$ cat config.mk
export PLATFORM = sky130hd
export DESIGN_NAME = trackball_position_counter_flat
export DESIGN_NICKNAME = d
export VERILOG_FILES = /design/src/rtl/trackball_pkg.sv /design/src/rtl/trackball_position_counter_if.sv /design/src/rtl/quad_step_decoder.sv /design/src/rtl/trackball_position_counter.sv /design/src/flat_wrapper.sv
export SDC_FILE = /design/constraint.sdc
export NUM_CORES = 1
export LEC_CHECK = 0
export BUFFER_PORTS_ARGS = -buffer_cell sky130_fd_sc_hd__buf_2
export CAP_MARGIN = 20
export CORE_MARGIN = 2
export CORE_UTILIZATION = 55
export DETAILED_ROUTE_END_ITERATION = 10
export MAX_ROUTING_LAYER = met4
export PLACE_DENSITY = 0.75
export SYNTH_ARGS = -nofsm -noshare
export SYNTH_HDL_FRONTEND = slang
export SYNTH_SLANG_ARGS = --single-unit
$ cat constraint.sdc
create_clock -name clk -period 3.3 [get_ports clk]
set_clock_uncertainty 0.05 [all_clocks]
set_input_delay 0.165 -clock clk [delete_from_list [all_inputs] [get_ports clk]]
set_output_delay 0.165 -clock clk [all_outputs]
set_load 0.05 [all_outputs]
$ cat src/rtl/trackball_pkg.sv
// Shared types and constants for the trackball position counter.
// step_t carries one decoded count event from a channel decoder to its counter.
package trackball_pkg;

  typedef enum logic [1:0] {
    STEP_NONE,
    STEP_UP,
    STEP_DN
  } step_t;

  localparam int   TB_WIDTH      = 8;
  localparam logic TB_IDLE_SDATA = 1'b1;

endpackage

$ cat src/rtl/trackball_position_counter_if.sv
// Strobes, quadrature inputs and outputs between the position-control block and the counter.
// master drives quadrature phases and strobes; slave returns SDATA and the live counts.
interface trackball_position_counter_if #(
  parameter int WIDTH = 8
);
  logic             QA0, QB0, QA1, QB1;
  logic             LD1n, LD2n, CL1n, CL2n;
  logic             SHFT0, SHFT1, CK1;
  logic             SDATA;
  logic [WIDTH-1:0] POS0, POS1;

  modport master (
    output QA0, QB0, QA1, QB1, LD1n, LD2n, CL1n, CL2n, SHFT0, SHFT1, CK1,
    input  SDATA, POS0, POS1
  );

  modport slave (
    input  QA0, QB0, QA1, QB1, LD1n, LD2n, CL1n, CL2n, SHFT0, SHFT1, CK1,
    output SDATA, POS0, POS1
  );
endinterface

$ cat src/rtl/quad_step_decoder.sv
// One quadrature channel: 2-flop sync, Gray-step decode and COUNT_DIV prescale into step_t.
// A physical edge yields a step on the 3rd ce after it; nothing advances while ce=0.
module quad_step_decoder
  import trackball_pkg::*;
#(
  parameter int COUNT_DIV = 1
) (
  input  logic  clk,
  input  logic  reset,
  input  logic  ce,
  input  logic  qa,
  input  logic  qb,
  output step_t step
);

  localparam logic signed [3:0] DIV = 4'(COUNT_DIV);

  logic        [1:0] sync1_q, sync1_d, sync2_q, sync2_d, prev_q, prev_d;
  logic signed [3:0] acc_q, acc_d, edge_dir, acc_sum;

  always_comb begin
    sync1_d  = sync1_q;
    sync2_d  = sync2_q;
    prev_d   = prev_q;
    acc_d    = acc_q;
    step     = STEP_NONE;
    edge_dir = 4'sd0;
    // Both phases changing together is treated as noise: prev still follows, no count.
    case ({prev_q, sync2_q})
      4'b00_01, 4'b01_11, 4'b11_10, 4'b10_00: edge_dir = 4'sd1;
      4'b00_10, 4'b10_11, 4'b11_01, 4'b01_00: edge_dir = -4'sd1;
      default:                                edge_dir = 4'sd0;
    endcase
    acc_sum = acc_q + edge_dir;
    if (ce) begin
      sync1_d = {qa, qb};
      sync2_d = sync1_q;
      prev_d  = sync2_q;
      if (acc_sum >= DIV) begin
        step  = STEP_UP;
        acc_d = 4'sd0;
      end else if (acc_sum <= -DIV) begin
        step  = STEP_DN;
        acc_d = 4'sd0;
      end else begin
        acc_d = acc_sum;
      end
    end
  end

  always_ff @(posedge clk) begin
    if (reset) begin
      sync1_q <= 2'b00;
      sync2_q <= 2'b00;
      prev_q  <= 2'b00;
      acc_q   <= 4'sd0;
    end else begin
      sync1_q <= sync1_d;
      sync2_q <= sync2_d;
      prev_q  <= prev_d;
      acc_q   <= acc_d;
    end
  end

endmodule

$ cat src/rtl/trackball_position_counter.sv
// Two-channel trackball counters with load/clear strobes and a CK1-driven serial readout on SDATA.
// Counts wrap by default; define TRACKBALL_SAT_EN for signed saturating counters.
module trackball_position_counter
  import trackball_pkg::*;
#(
  parameter int WIDTH     = TB_WIDTH,
  parameter int COUNT_DIV = 1
) (
  input  logic                        clk,
  input  logic                        reset,
  input  logic                        ce,
  trackball_position_counter_if.slave bus
);

`ifdef TRACKBALL_SAT_EN
  localparam logic [WIDTH-1:0] CNT_MAX = {1'b0, {(WIDTH-1){1'b1}}};
  localparam logic [WIDTH-1:0] CNT_MIN = {1'b1, {(WIDTH-1){1'b0}}};
`endif

  step_t            step0, step1;
  logic [WIDTH-1:0] cnt0_q, cnt0_d, cnt1_q, cnt1_d;
  logic [WIDTH-1:0] sr0_q, sr0_d, sr1_q, sr1_d;
  logic             ck1_prev_q, ck1_prev_d, sdata_q, sdata_d, ck1_rise;

  function automatic logic [WIDTH-1:0] apply_step(input logic [WIDTH-1:0] base, input step_t s);
    apply_step = base;
`ifdef TRACKBALL_SAT_EN
    if (s == STEP_UP && base != CNT_MAX)      apply_step = base + 1'b1;
    else if (s == STEP_DN && base != CNT_MIN) apply_step = base - 1'b1;
`else
    if (s == STEP_UP)      apply_step = base + 1'b1;
    else if (s == STEP_DN) apply_step = base - 1'b1;
`endif
  endfunction

  quad_step_decoder #(.COUNT_DIV(COUNT_DIV)) u_dec0 (
    .clk(clk), .reset(reset), .ce(ce), .qa(bus.QA0), .qb(bus.QB0), .step(step0)
  );

  quad_step_decoder #(.COUNT_DIV(COUNT_DIV)) u_dec1 (
    .clk(clk), .reset(reset), .ce(ce), .qa(bus.QA1), .qb(bus.QB1), .step(step1)
  );

  always_comb begin
    cnt0_d     = cnt0_q;
    cnt1_d     = cnt1_q;
    sr0_d      = sr0_q;
    sr1_d      = sr1_q;
    ck1_prev_d = ck1_prev_q;
    sdata_d    = sdata_q;
    ck1_rise   = bus.CK1 & ~ck1_prev_q;
    if (ce) begin
      ck1_prev_d = bus.CK1;
      // Clear restarts from zero but keeps this ce's step, so no motion is lost.
      cnt0_d = apply_step(bus.CL1n ? cnt0_q : '0, step0);
      cnt1_d = apply_step(bus.CL2n ? cnt1_q : '0, step1);
      if (!bus.LD1n)                      sr0_d = cnt0_q;
      else if (ck1_rise && !bus.SHFT0)    sr0_d = {sr0_q[WIDTH-2:0], 1'b0};
      if (!bus.LD2n)                      sr1_d = cnt1_q;
      else if (ck1_rise && !bus.SHFT1 && bus.SHFT0) sr1_d = {sr1_q[WIDTH-2:0], 1'b0};
      if (!bus.SHFT0)      sdata_d = sr0_q[WIDTH-1];
      else if (!bus.SHFT1) sdata_d = sr1_q[WIDTH-1];
      else                 sdata_d = TB_IDLE_SDATA;
    end
  end

  always_ff @(posedge clk) begin
    if (reset) begin
      cnt0_q     <= '0;
      cnt1_q     <= '0;
      sr0_q      <= '0;
      sr1_q      <= '0;
      ck1_prev_q <= 1'b1;
      sdata_q    <= TB_IDLE_SDATA;
    end else begin
      cnt0_q     <= cnt0_d;
      cnt1_q     <= cnt1_d;
      sr0_q      <= sr0_d;
      sr1_q      <= sr1_d;
      ck1_prev_q <= ck1_prev_d;
      sdata_q    <= sdata_d;
    end
  end

  assign bus.SDATA = sdata_q;
  assign bus.POS0  = cnt0_q;
  assign bus.POS1  = cnt1_q;

endmodule

$ cat src/flat_wrapper.sv
// flat-port wrapper written by rule: the top's interface ports become plain ports
module trackball_position_counter_flat import trackball_pkg::*;
#(
  parameter int WIDTH     = TB_WIDTH,
  parameter int COUNT_DIV = 1
)
  (clk, reset, ce, bus_QA0, bus_QB0, bus_QA1, bus_QB1, bus_LD1n, bus_LD2n, bus_CL1n, bus_CL2n, bus_SHFT0, bus_SHFT1, bus_CK1, bus_SDATA, bus_POS0, bus_POS1);
  trackball_position_counter_if #(.WIDTH(WIDTH)) bus_i ();
  input  logic clk;
  input  logic reset;
  input  logic ce;
  input wire logic [$bits(bus_i.QA0)-1:0] bus_QA0;
  input wire logic [$bits(bus_i.QB0)-1:0] bus_QB0;
  input wire logic [$bits(bus_i.QA1)-1:0] bus_QA1;
  input wire logic [$bits(bus_i.QB1)-1:0] bus_QB1;
  input wire logic [$bits(bus_i.LD1n)-1:0] bus_LD1n;
  input wire logic [$bits(bus_i.LD2n)-1:0] bus_LD2n;
  input wire logic [$bits(bus_i.CL1n)-1:0] bus_CL1n;
  input wire logic [$bits(bus_i.CL2n)-1:0] bus_CL2n;
  input wire logic [$bits(bus_i.SHFT0)-1:0] bus_SHFT0;
  input wire logic [$bits(bus_i.SHFT1)-1:0] bus_SHFT1;
  input wire logic [$bits(bus_i.CK1)-1:0] bus_CK1;
  output wire logic [$bits(bus_i.SDATA)-1:0] bus_SDATA;
  output wire logic [$bits(bus_i.POS0)-1:0] bus_POS0;
  output wire logic [$bits(bus_i.POS1)-1:0] bus_POS1;
  assign bus_i.QA0 = bus_QA0;
  assign bus_i.QB0 = bus_QB0;
  assign bus_i.QA1 = bus_QA1;
  assign bus_i.QB1 = bus_QB1;
  assign bus_i.LD1n = bus_LD1n;
  assign bus_i.LD2n = bus_LD2n;
  assign bus_i.CL1n = bus_CL1n;
  assign bus_i.CL2n = bus_CL2n;
  assign bus_i.SHFT0 = bus_SHFT0;
  assign bus_i.SHFT1 = bus_SHFT1;
  assign bus_i.CK1 = bus_CK1;
  assign bus_SDATA = bus_i.SDATA;
  assign bus_POS0 = bus_i.POS0;
  assign bus_POS1 = bus_i.POS1;
  trackball_position_counter #(.WIDTH(WIDTH), .COUNT_DIV(COUNT_DIV)) u_core (.clk(clk), .reset(reset), .ce(ce), .bus(bus_i));
endmodule
==> results.toml, run 1 <==
[run_status]
run_status = "complete, no violations"

[critical_path]
worstSetupPathType = "reg -> reg"
cp_max_fo = 8
crit_path_max_incr_delay_ns = 0.55
crit_path_top_delay_cell = "or4b_4"
cp.required_ns = 3.43
cp-end-kind = "flip-flop"
worst-path-buf-inv = 1
r2r_slack_ns = 0.82
crit_family = "simple AND/OR/NAND/NOR gates"
critPathMostFrequentCell = "nor3_2"
start_kind = "flip-flop"
path_cells = "ha_1, inv_1, fa_1, xor2_1, and3b_1, or4b_4, nor3_2, o21a_1, nor3_2"
worstPathArrival_ns = 2.61

[layout]
n_fill_cell = 548
finalNetCount = 445
layout_commonest_cell = "dfxtp_1"
postLayoutCoreUtil = 0.6279
antenna_cells = 0
area_growth_pct = 9.712
layout-drive-gt1-share = 0.1466
layout_common_cells = "dfxtp_1 (58), nor2_1 (50), mux2i_1 (30), buf_2 (30), a211oi_1 (22)"

[routing]
drc_errors = 0
ant_nets = 0
viasPerCell = 5.807
routed_wl_um = 6632
dr.first_iter.drc_count = 262
wire_per_inst_um = 13.51
vias = 2851
dr.pass1.iters = 4

[global_routing]
grt_pass1_vias = 2617
grt_pass1_wl_um = 11280
overflow = 0
antenna_found_initial = 0
grt_max_degree = 52
grt_usage = 0.2189

[clocking]
cts_tree = "built"
numCtsBuffers = 9
holdBufCountCts = 0
clkTransAtPathRegs_ns = 0.06
cts_resized = 0
cts_buffer_depth = 2
clock-sinks = 58
root_buffer = "clkbuf_8"
cts_setup_buffers = 0
htree_levels = 3
clk_latency_ns = 0.33

[synthesis]
ys_ff_latch = 58
async_reset_ff_frac = 0
yosysTopAreaCell = "dfxtp_1"
synth.top_cells.by_area = "dfxtp_1 (34%), mux2i_1 (8.9%), ha_1 (6.6%)"
synth_top_cell_area_share = 0.3427
synth_fp_nets = 427
seq_area_frac_synth = 0.3427
ys_types = 57
synthCells = 393
synth-edff-count = 0
ys.warnings.count = 0
synth_area_um2 = 3388
synth-main-ff-cell = "dfxtp_1"
synth.avg_cell_area_um2 = 8.622

[power]
peakVddDrop_uv = 280.1
power.density_nw_per_um2 = 428.7
p_leak_uw = 0.001573

[floorplan]
die_area_um2 = 6805
start_util = 0.5723
std_cell_rows = 28
coreArea_um2 = 5921
ios = 31
die_h_um = 82.49
die_w_um = 82.49

[run]
cap_violations = 0

[sta]
setup_viol_count_final = 0
grt_setup_unrepaired = "false"
hold_violations = 0
period_minus_slack_ns = 2.476
finalMaxSlewViolations = 0
tns_ns = 0
relSlewSlack = 0.3709
period_share = 0.7503
worstMarginPinSlew_ns = 0.9437
max_freq_mhz = 403.9

[placed_design]
port_buffers = 30
dpl.hpwl_um = 4603
gp_congestion = 0.9261

[worst_hold_path]
hold_class = "in -> reg"
synthesized netlist by cell type, drive strengths merged, types with 5 or more instances:
master	instances
dfxtp	58
nor2	50
mux2i	30
a211oi	22
nand2	20
ha	18
inv	18
clkbuf	17
a21oi	16
o21ai	16
nand3	14
nor3	13
xnor2	10
and2	8
buf	8
a31oi	7
nand2b	7
nand4	6
or3	5
power breakdown:
| part | total, µW | internal [µW] | switching [µW] | leakage, µW |
|---|---|---|---|---|
| Clock | 595 | 332 | 262 | 0.0000965 |
| Combinational | 241 | 89.1 | 151 | 0.00100 |
| Sequential | 758 | 731 | 27.0 | 0.000473 |
| Total | 1590 | 1150 | 441 | 0.00157 |
area by class of cell:
| class | instances | area [µm²] | area share |
|---|---|---|---|
| multi-input cells | 292 | 2047 | 0.5507 |
| flip-flops and latches | 58 | 1161 | 0.3124 |
| clock buffers | 14 | 172.7 | 0.04645 |
| repair buffers | 32 | 165.2 | 0.04443 |
| well taps | 75 | 93.84 | 0.02524 |
| inverters | 18 | 67.56 | 0.01818 |
| clock inverters | 2 | 10.01 | 0.002693 |
worst paths after layout:
kind,from,to,cells after the start
worst min register to register,u_core.u_dec0.acc_q[0],u_core.u_dec0.acc_q[0],1
worst max register to register,u_core.u_dec1.acc_q[0],u_core.bus.POS1[7],9
worst min-delay path,bus_QB0,u_core.u_dec0.sync1_q[0],3
worst max-delay path,u_core.u_dec1.acc_q[0],u_core.bus.POS1[7],9
per-stage QoR:
step	cells	total power, µW	cell area [µm²]	worst slack [ns]	hold slack [ns]
6_report	491	1594	3717	0.8241	0.02461
5_1_grt	491	1672	3717	0.6826	0.02194
4_1_cts	491	1609	3717	0.8178	0.01387
3_5_place_dp	475	1015	3535	0.8310	0.3590
3_3_place_gp	475	1009	3535	0.8867	0.3512
2_1_floorplan	393	966.6	3388	0.9386	0.2373
state kept, by name, summed over array words and instances, names as in the netlist, 4 cells and up:
register and cells:
u_core.bus.POS0 8, u_core.bus.POS1 8, u_core.sr0_q 8, u_core.sr1_q 8, u_core.u_dec0.acc_q 4, u_core.u_dec1.acc_q 4
kinds of logic after synthesis:
family / share of synthesized area
adder cells (fa/ha/maj): 0.07829
AO/OA/AOI/OAI: 0.1713
AND/OR/NAND/NOR: 0.2134
multiplexers: 0.1008
flip-flops: 0.3427
buffers and inverters: 0.05317
XOR/XNOR: 0.04025
tightest hold or removal path: stages:
cell and delay, ns:
buf_2 0.07, mux2i_1 0.05, nor2_1 0.07
per-layer routing:
| layer | global-route usage | vias to the layer above | part of all wire |
|---|---|---|---|
| li1 | - | 1450 | - |
| met1 | 0.2650 | 1317 | 0.47 |
| met2 | 0.3516 | 75 | 0.47 |
| met3 | 0.04239 | 9 | 0.046 |
| met4 | 0.1033 | 0 | 0.015 |
| met5 | - | - | 0 |
(Power assumes the default switching activity.)
==> run 2: changes to the inputs <==
--- a/config.mk
+++ b/config.mk
@@ -5,13 +5,14 @@
 export SDC_FILE = /design/constraint.sdc
 export NUM_CORES = 1
 export LEC_CHECK = 0
+export ABC_AREA = 1
 export BUFFER_PORTS_ARGS = -buffer_cell sky130_fd_sc_hd__buf_2
 export CAP_MARGIN = 20
 export CORE_MARGIN = 2
 export CORE_UTILIZATION = 55
 export DETAILED_ROUTE_END_ITERATION = 10
 export MAX_ROUTING_LAYER = met4
-export PLACE_DENSITY = 0.75
+export PLACE_DENSITY = 0.74
 export SYNTH_ARGS = -nofsm -noshare
 export SYNTH_HDL_FRONTEND = slang
 export SYNTH_SLANG_ARGS = --single-unit
==> constraint.sdc (replaced) <==
create_clock -name clk -period 2.6 [get_ports clk]
set_clock_uncertainty 0.05 [all_clocks]
set_input_delay 0.13 -clock clk [delete_from_list [all_inputs] [get_ports clk]]
set_output_delay 0.13 -clock clk [all_outputs]
set_load 0.05 [all_outputs]
==> results.toml, run 2 <==
[critical_path]
worstSetupPathType = "reg -> reg"
startpoint = "u_core.u_dec0.acc_q[0]"
worstPathArrival_ns = 2.20
path_cells = "ha_1, inv_1, fa_1, or2_1, nand4_1, nand2_4, nor2_8, inv_4, o21ai_0, o21ai_1"
crit_path_top_delay_cell = "fa_1"
cp.required_ns = 2.78
reg2reg_from = "u_core.u_dec0.acc_q[0]"
start_kind = "flip-flop"
crit_path_max_incr_delay_ns = 0.36
cp_max_fo = 8
cp-end-kind = "flip-flop"

[synthesis]
synth.avg_cell_area_um2 = 6.896
synth_fp_nets = 546
ys_ff_latch = 58
yosysTopAreaCell = "dfxtp_1"
synth_top_cell_area_share = 0.3288
synth-edff-count = 0
seq_area_frac_synth = 0.3288
ys_types = 38
synth.top_cells.by_area = "dfxtp_1 (33%), nand2_1 (11%), nor2_1 (8.7%)"
synth_area_um2 = 3531
synth-main-ff-cell = "dfxtp_1"
synthCells = 512
async_reset_ff_frac = 0
ys.warnings.count = 0
synthTopCellsByCount = "nand2_1 (102), nor2_1 (82), dfxtp_1 (58)"
yosysMostFrequentCell = "nand2_1"

[routing]
routed_wl_um = 7574
dr.first_iter.drc_count = 164
ant_nets = 0
vias = 3307
wire_per_inst_um = 12.16
dr.pass1.iters = 4
drc_errors = 0
viasPerCell = 5.308

[layout]
area_growth_pct = 12.19
layout-drive-gt1-share = 0.1538
layout_commonest_cell = "nand2_1"
layout_common_cells = "nand2_1 (102), nor2_1 (82), dfxtp_1 (58)"
antenna_cells = 0
finalNetCount = 576
postLayoutCoreUtil = 0.6311

[power]
peakVddDrop_uv = 377.4
power.density_nw_per_um2 = 655.8
p_leak_uw = 0.001916

[sta]
hold_violations = 0
whs_ns = 0.02024
finalMaxSlewViolations = 0
relSlewSlack = 0.7286
setup_viol_count_final = 0
grt_setup_unrepaired = "false"
period_minus_slack_ns = 2.016
period_share = 0.7756
worstMarginPinSlew_ns = 0.4040
max_freq_mhz = 495.9
tns_ns = 0
worst_slack_ns = 0.5835

[clocking]
root_buffer = "clkbuf_8"
clkTransAtPathRegs_ns = 0.08
clk_latency_ns = 0.34
cts_tree = "built"
htree_levels = 3
cts_setup_buffers = 0
clock-sinks = 58
cts_buffer_depth = 2
numCtsBuffers = 9

[floorplan]
start_util = 0.5625
coreArea_um2 = 6277
std_cell_rows = 29
ios = 31
die_h_um = 84.13
die_w_um = 84.13
die_area_um2 = 7077

[global_routing]
grt_pass1_vias = 3127
grt_pass1_wl_um = 13490
overflow = 0
grt_usage = 0.2392
grt_max_degree = 35
antenna_found_initial = 0

[placed_design]
dpl.hpwl_um = 5341
pre_cts_ws_ns = 0.6012
port_buffers = 30
gp_congestion = 0.9101

[run_status]
run_status = "complete, no violations"

[worst_hold_path]
min_from = "bus_CK1"
hold_class = "in -> reg"

[run]
cap_violations = 0
[run 2: cell types whose count changed after synthesis, sizes merged, moves of 11 or more]
cell and change:
a211oi -22, a21oi +29, clkbuf -15, inv +39, mux2i -30, nand2 +99, nand3 +11, nor2 +34
o21ai +24
[run 2: final cells by class]
cell class / count / area [µm²]
Multi-Input combinational cell: 377 / 2036
Fill cell: 572 / 2316
Clock buffer: 11 / 151.4
Sequential cell: 58 / 1161
Tap cell: 77 / 96.34
Timing Repair Buffer: 37 / 212.7
Inverter: 59 / 229.0
Clock inverter: 4 / 75.07
[run 2: critical path, delay by kind of cell, from the launching register on]
| kind | cells | cell delay (ns) |
|---|---|---|
| buf+inv | 2 | 0.12 |
| flops | 1 | 0.33 |
| simple gates | 4 | 0.58 |
| compound gates | 2 | 0.30 |
| fa+ha+maj | 2 | 0.52 |
[run 2: power by group]
group / total [µW] / internal (µW) / switching (µW)
registers: 1020 / 961 / 58.2
logic: 620 / 194 / 426
clock network: 959 / 587 / 373
total: 2600 / 1740 / 857
[run 2: what timing repair did]
action / in CTS / in global routing
hold buffers: 4 / 0
gates resized for setup: 0 / 0
endpoints found under the hold margin: 4 / 0
[run 2: routing by layer]
layer | vias to the layer above | track usage | wire length (µm)
li1 | 1700 | - | -
met1 | 1492 | 0.2957 | 3536
met2 | 100 | 0.3860 | 3500
met3 | 15 | 0.04253 | 386
met4 | 0 | 0.09824 | 150
met5 | - | - | 0
[run 2: worst paths after layout]
kind	to	slack, ns	cells after the start
worst max-delay path	u_core.bus.POS0[4]	0.58	10
worst min register to register	u_core.u_dec1.acc_q[0]	0.39	2
worst min-delay path	u_core.ck1_prev_q	0.02	3
worst max register to register	u_core.bus.POS0[4]	0.58	10
[run 2: per-stage QoR]
stage,power (µW),std cells,cell area [µm²]
after detailed placement,1647,604,3695
after floorplan,1523,512,3531
after CTS,2606,623,3961
after global routing,2728,623,3961
final,2598,623,3961
after global placement,1634,604,3695
[run 2: kinds of logic after synthesis]
logic type	count (synthesis)	share of synthesized area
xor gates and xnor gates	12	0.02977
buffers and inverters	77	0.09461
AOI/OAI and AO/OA	90	0.1357
adders and majority gates	20	0.07513
DFF	58	0.3288
and+or+nand+nor	255	0.3359
==> run 3: changes to the inputs <==
==> constraint.sdc (replaced) <==
create_clock -name clk -period 2.1 [get_ports clk]
set_clock_uncertainty 0.05 [all_clocks]
set_input_delay 0.105 -clock clk [delete_from_list [all_inputs] [get_ports clk]]
set_output_delay 0.105 -clock clk [all_outputs]
set_load 0.05 [all_outputs]
==> results.toml, run 3 (synthesis gave the netlist of run 2 again) <==
[layout]
fin_cells = 630
finalNetCount = 583
layout-drive-gt1-share = 0.1646
layout_common_cells = "nand2_1 (102), nor2_1 (82), dfxtp_1 (58)"
postLayoutCoreUtil = 0.6338
antenna_cells = 0
area_growth_pct = 12.69
final_area_um2 = 3979
layout_commonest_cell = "nand2_1"
n_fill_cell = 582

[critical_path]
r2r_slack_ns = 0.14
worstPathArrival_ns = 2.14
cp-end-kind = "flip-flop"
cp_max_fo = 8
cp.required_ns = 2.28
r2r_cells = 12
reg2reg_from = "u_core.u_dec0.acc_q[0]"
start_kind = "flip-flop"
worstSetupPathType = "reg -> reg"
regToRegEndpoint = "u_core.bus.POS0[7]"

[power]
peakVddDrop_uv = 527.2
clkPwrFrac = 0.310
power.density_nw_per_um2 = 749.5
intPower_uw = 1928
netSwitchingPower_uw = 1054
seq_power_share = 0.421
power_frac_comb = 0.270
swShare = 0.3535
p_leak_uw = 0.001940

[floorplan]
ios = 31
die_area_um2 = 7077
start_util = 0.5625
die_w_um = 84.13
std_cell_rows = 29
coreArea_um2 = 6277
die_h_um = 84.13

[sta]
period_minus_slack_ns = 1.957
tns_ns = 0
hold_violations = 0
grt_setup_unrepaired = "false"
max_freq_mhz = 511.0
worst_slack_ns = 0.1429
period_share = 0.9319
setup_viol_count_final = 0
finalMaxSlewViolations = 0
relSlewSlack = 0.7486
worstMarginPinSlew_ns = 0.3770

[routing]
ant_nets = 0
viasPerCell = 5.298
wire_per_inst_um = 12.33
dr.pass1.iters = 4
dr.first_iter.drc_count = 188
vias = 3338
routed_wl_um = 7768
drc_errors = 0

[run_status]
run_status = "complete, no violations"

[worst_hold_path]
hold_end = "u_core.bus.SDATA"
min_from = "bus_SHFT1"
hold_class = "in -> reg"
whs_path_depth = 3

[global_routing]
antenna_found_initial = 0
grt_usage = 0.2390
grt_pass1_wl_um = 13510
overflow = 0
grt_max_degree = 22
grt_pass1_vias = 3193

[clocking]
clk_latency_ns = 0.34
cts_tree = "built"
cts_setup_buffers = 0
numCtsBuffers = 9
cts_buffer_depth = 2
htree_levels = 3
clkTransAtPathRegs_ns = 0.07
clock-sinks = 58
root_buffer = "clkbuf_8"

[placed_design]
pre_cts_ws_ns = 0.1105
placedCellCount = 610
place_area_um2 = 3740
gp_congestion = 0.9248
port_buffers = 30
dpl.hpwl_um = 5627

[run]
cap_violations = 0
## run 3: metal layers
metal / up-vias / share of wire / global-route usage / wire length, µm
met5: - / 0 / - / 0
met4: 0 / 0.020 / 0.09091 / 155
met3: 21 / 0.055 / 0.05935 / 424
met2: 92 / 0.47 / 0.3975 / 3664
met1: 1511 / 0.45 / 0.2779 / 3524
li1: 1714 / - / - / -
## run 3: timing repair
| item | 4_1_cts | 5_1_grt |
|---|---|---|
| hold buffers | 5 | 0 |
| hold endpoints to repair | 5 | 0 |
| endpoints found under the setup margin | 0 | 5 |
| gates resized for setup | 0 | 4 |
## run 3: critical path, stage by stage (launching register included)
cell	delay (ns)
dfxtp_1	0.34
ha_1	0.17
inv_1	0.05
fa_1	0.37
or2_1	0.21
nand4_1	0.11
nand2_4	0.09
nor2_8	0.16
inv_4	0.07
nand2_2	0.07
nand3_1	0.06
nand2_1	0.06
nor2_1	0.03
## run 3: area by class of cell
cell class              instances  area (µm²)  area share
clock buffers                  12       155.1     0.03899
flip-flops and latches         58        1161      0.2918
clock inverters                 3       15.01    0.003774
inverters                      59       229.0     0.05755
repair buffers                 44       267.8     0.06730
multi-input cells             377        2054      0.5164
well taps                      77       96.34     0.02421
## run 3: through the flow
stage	total power [µW]	hold slack, ns
after floorplan	1886	0.1899
after global routing	3153	0.009487
after CTS	2994	0.001071
after global placement	2039	0.2765
final	2982	0.009472
after detailed placement	2059	0.2884
## run 3: worst max-delay path by stage
stage / from / end / cells past startpoint
after global routing: u_core.u_dec0.acc_q[0] / u_core.bus.POS0[5] / 12
after CTS: u_core.u_dec1.acc_q[0] / u_core.bus.POS1[5] / 12
after global placement: u_core.u_dec1.acc_q[0] / u_core.bus.POS1[2] / 12
after floorplan: u_core.bus.POS0[1] / u_core.bus.POS0[6] / 12
final: u_core.u_dec0.acc_q[0] / u_core.bus.POS0[7] / 12
after detailed placement: u_core.u_dec1.acc_q[0] / u_core.bus.POS1[5] / 12
## run 3: power by group through the flow
stage          logic [µW]  clock network (µW)  registers, µW
3_5_place_dp          781                   0           1280
5_1_grt               890                 998           1270
3_3_place_gp          763                   0           1280
4_1_cts               793                 947           1250
2_1_floorplan         494                   0           1390
6_report              804                 923           1250
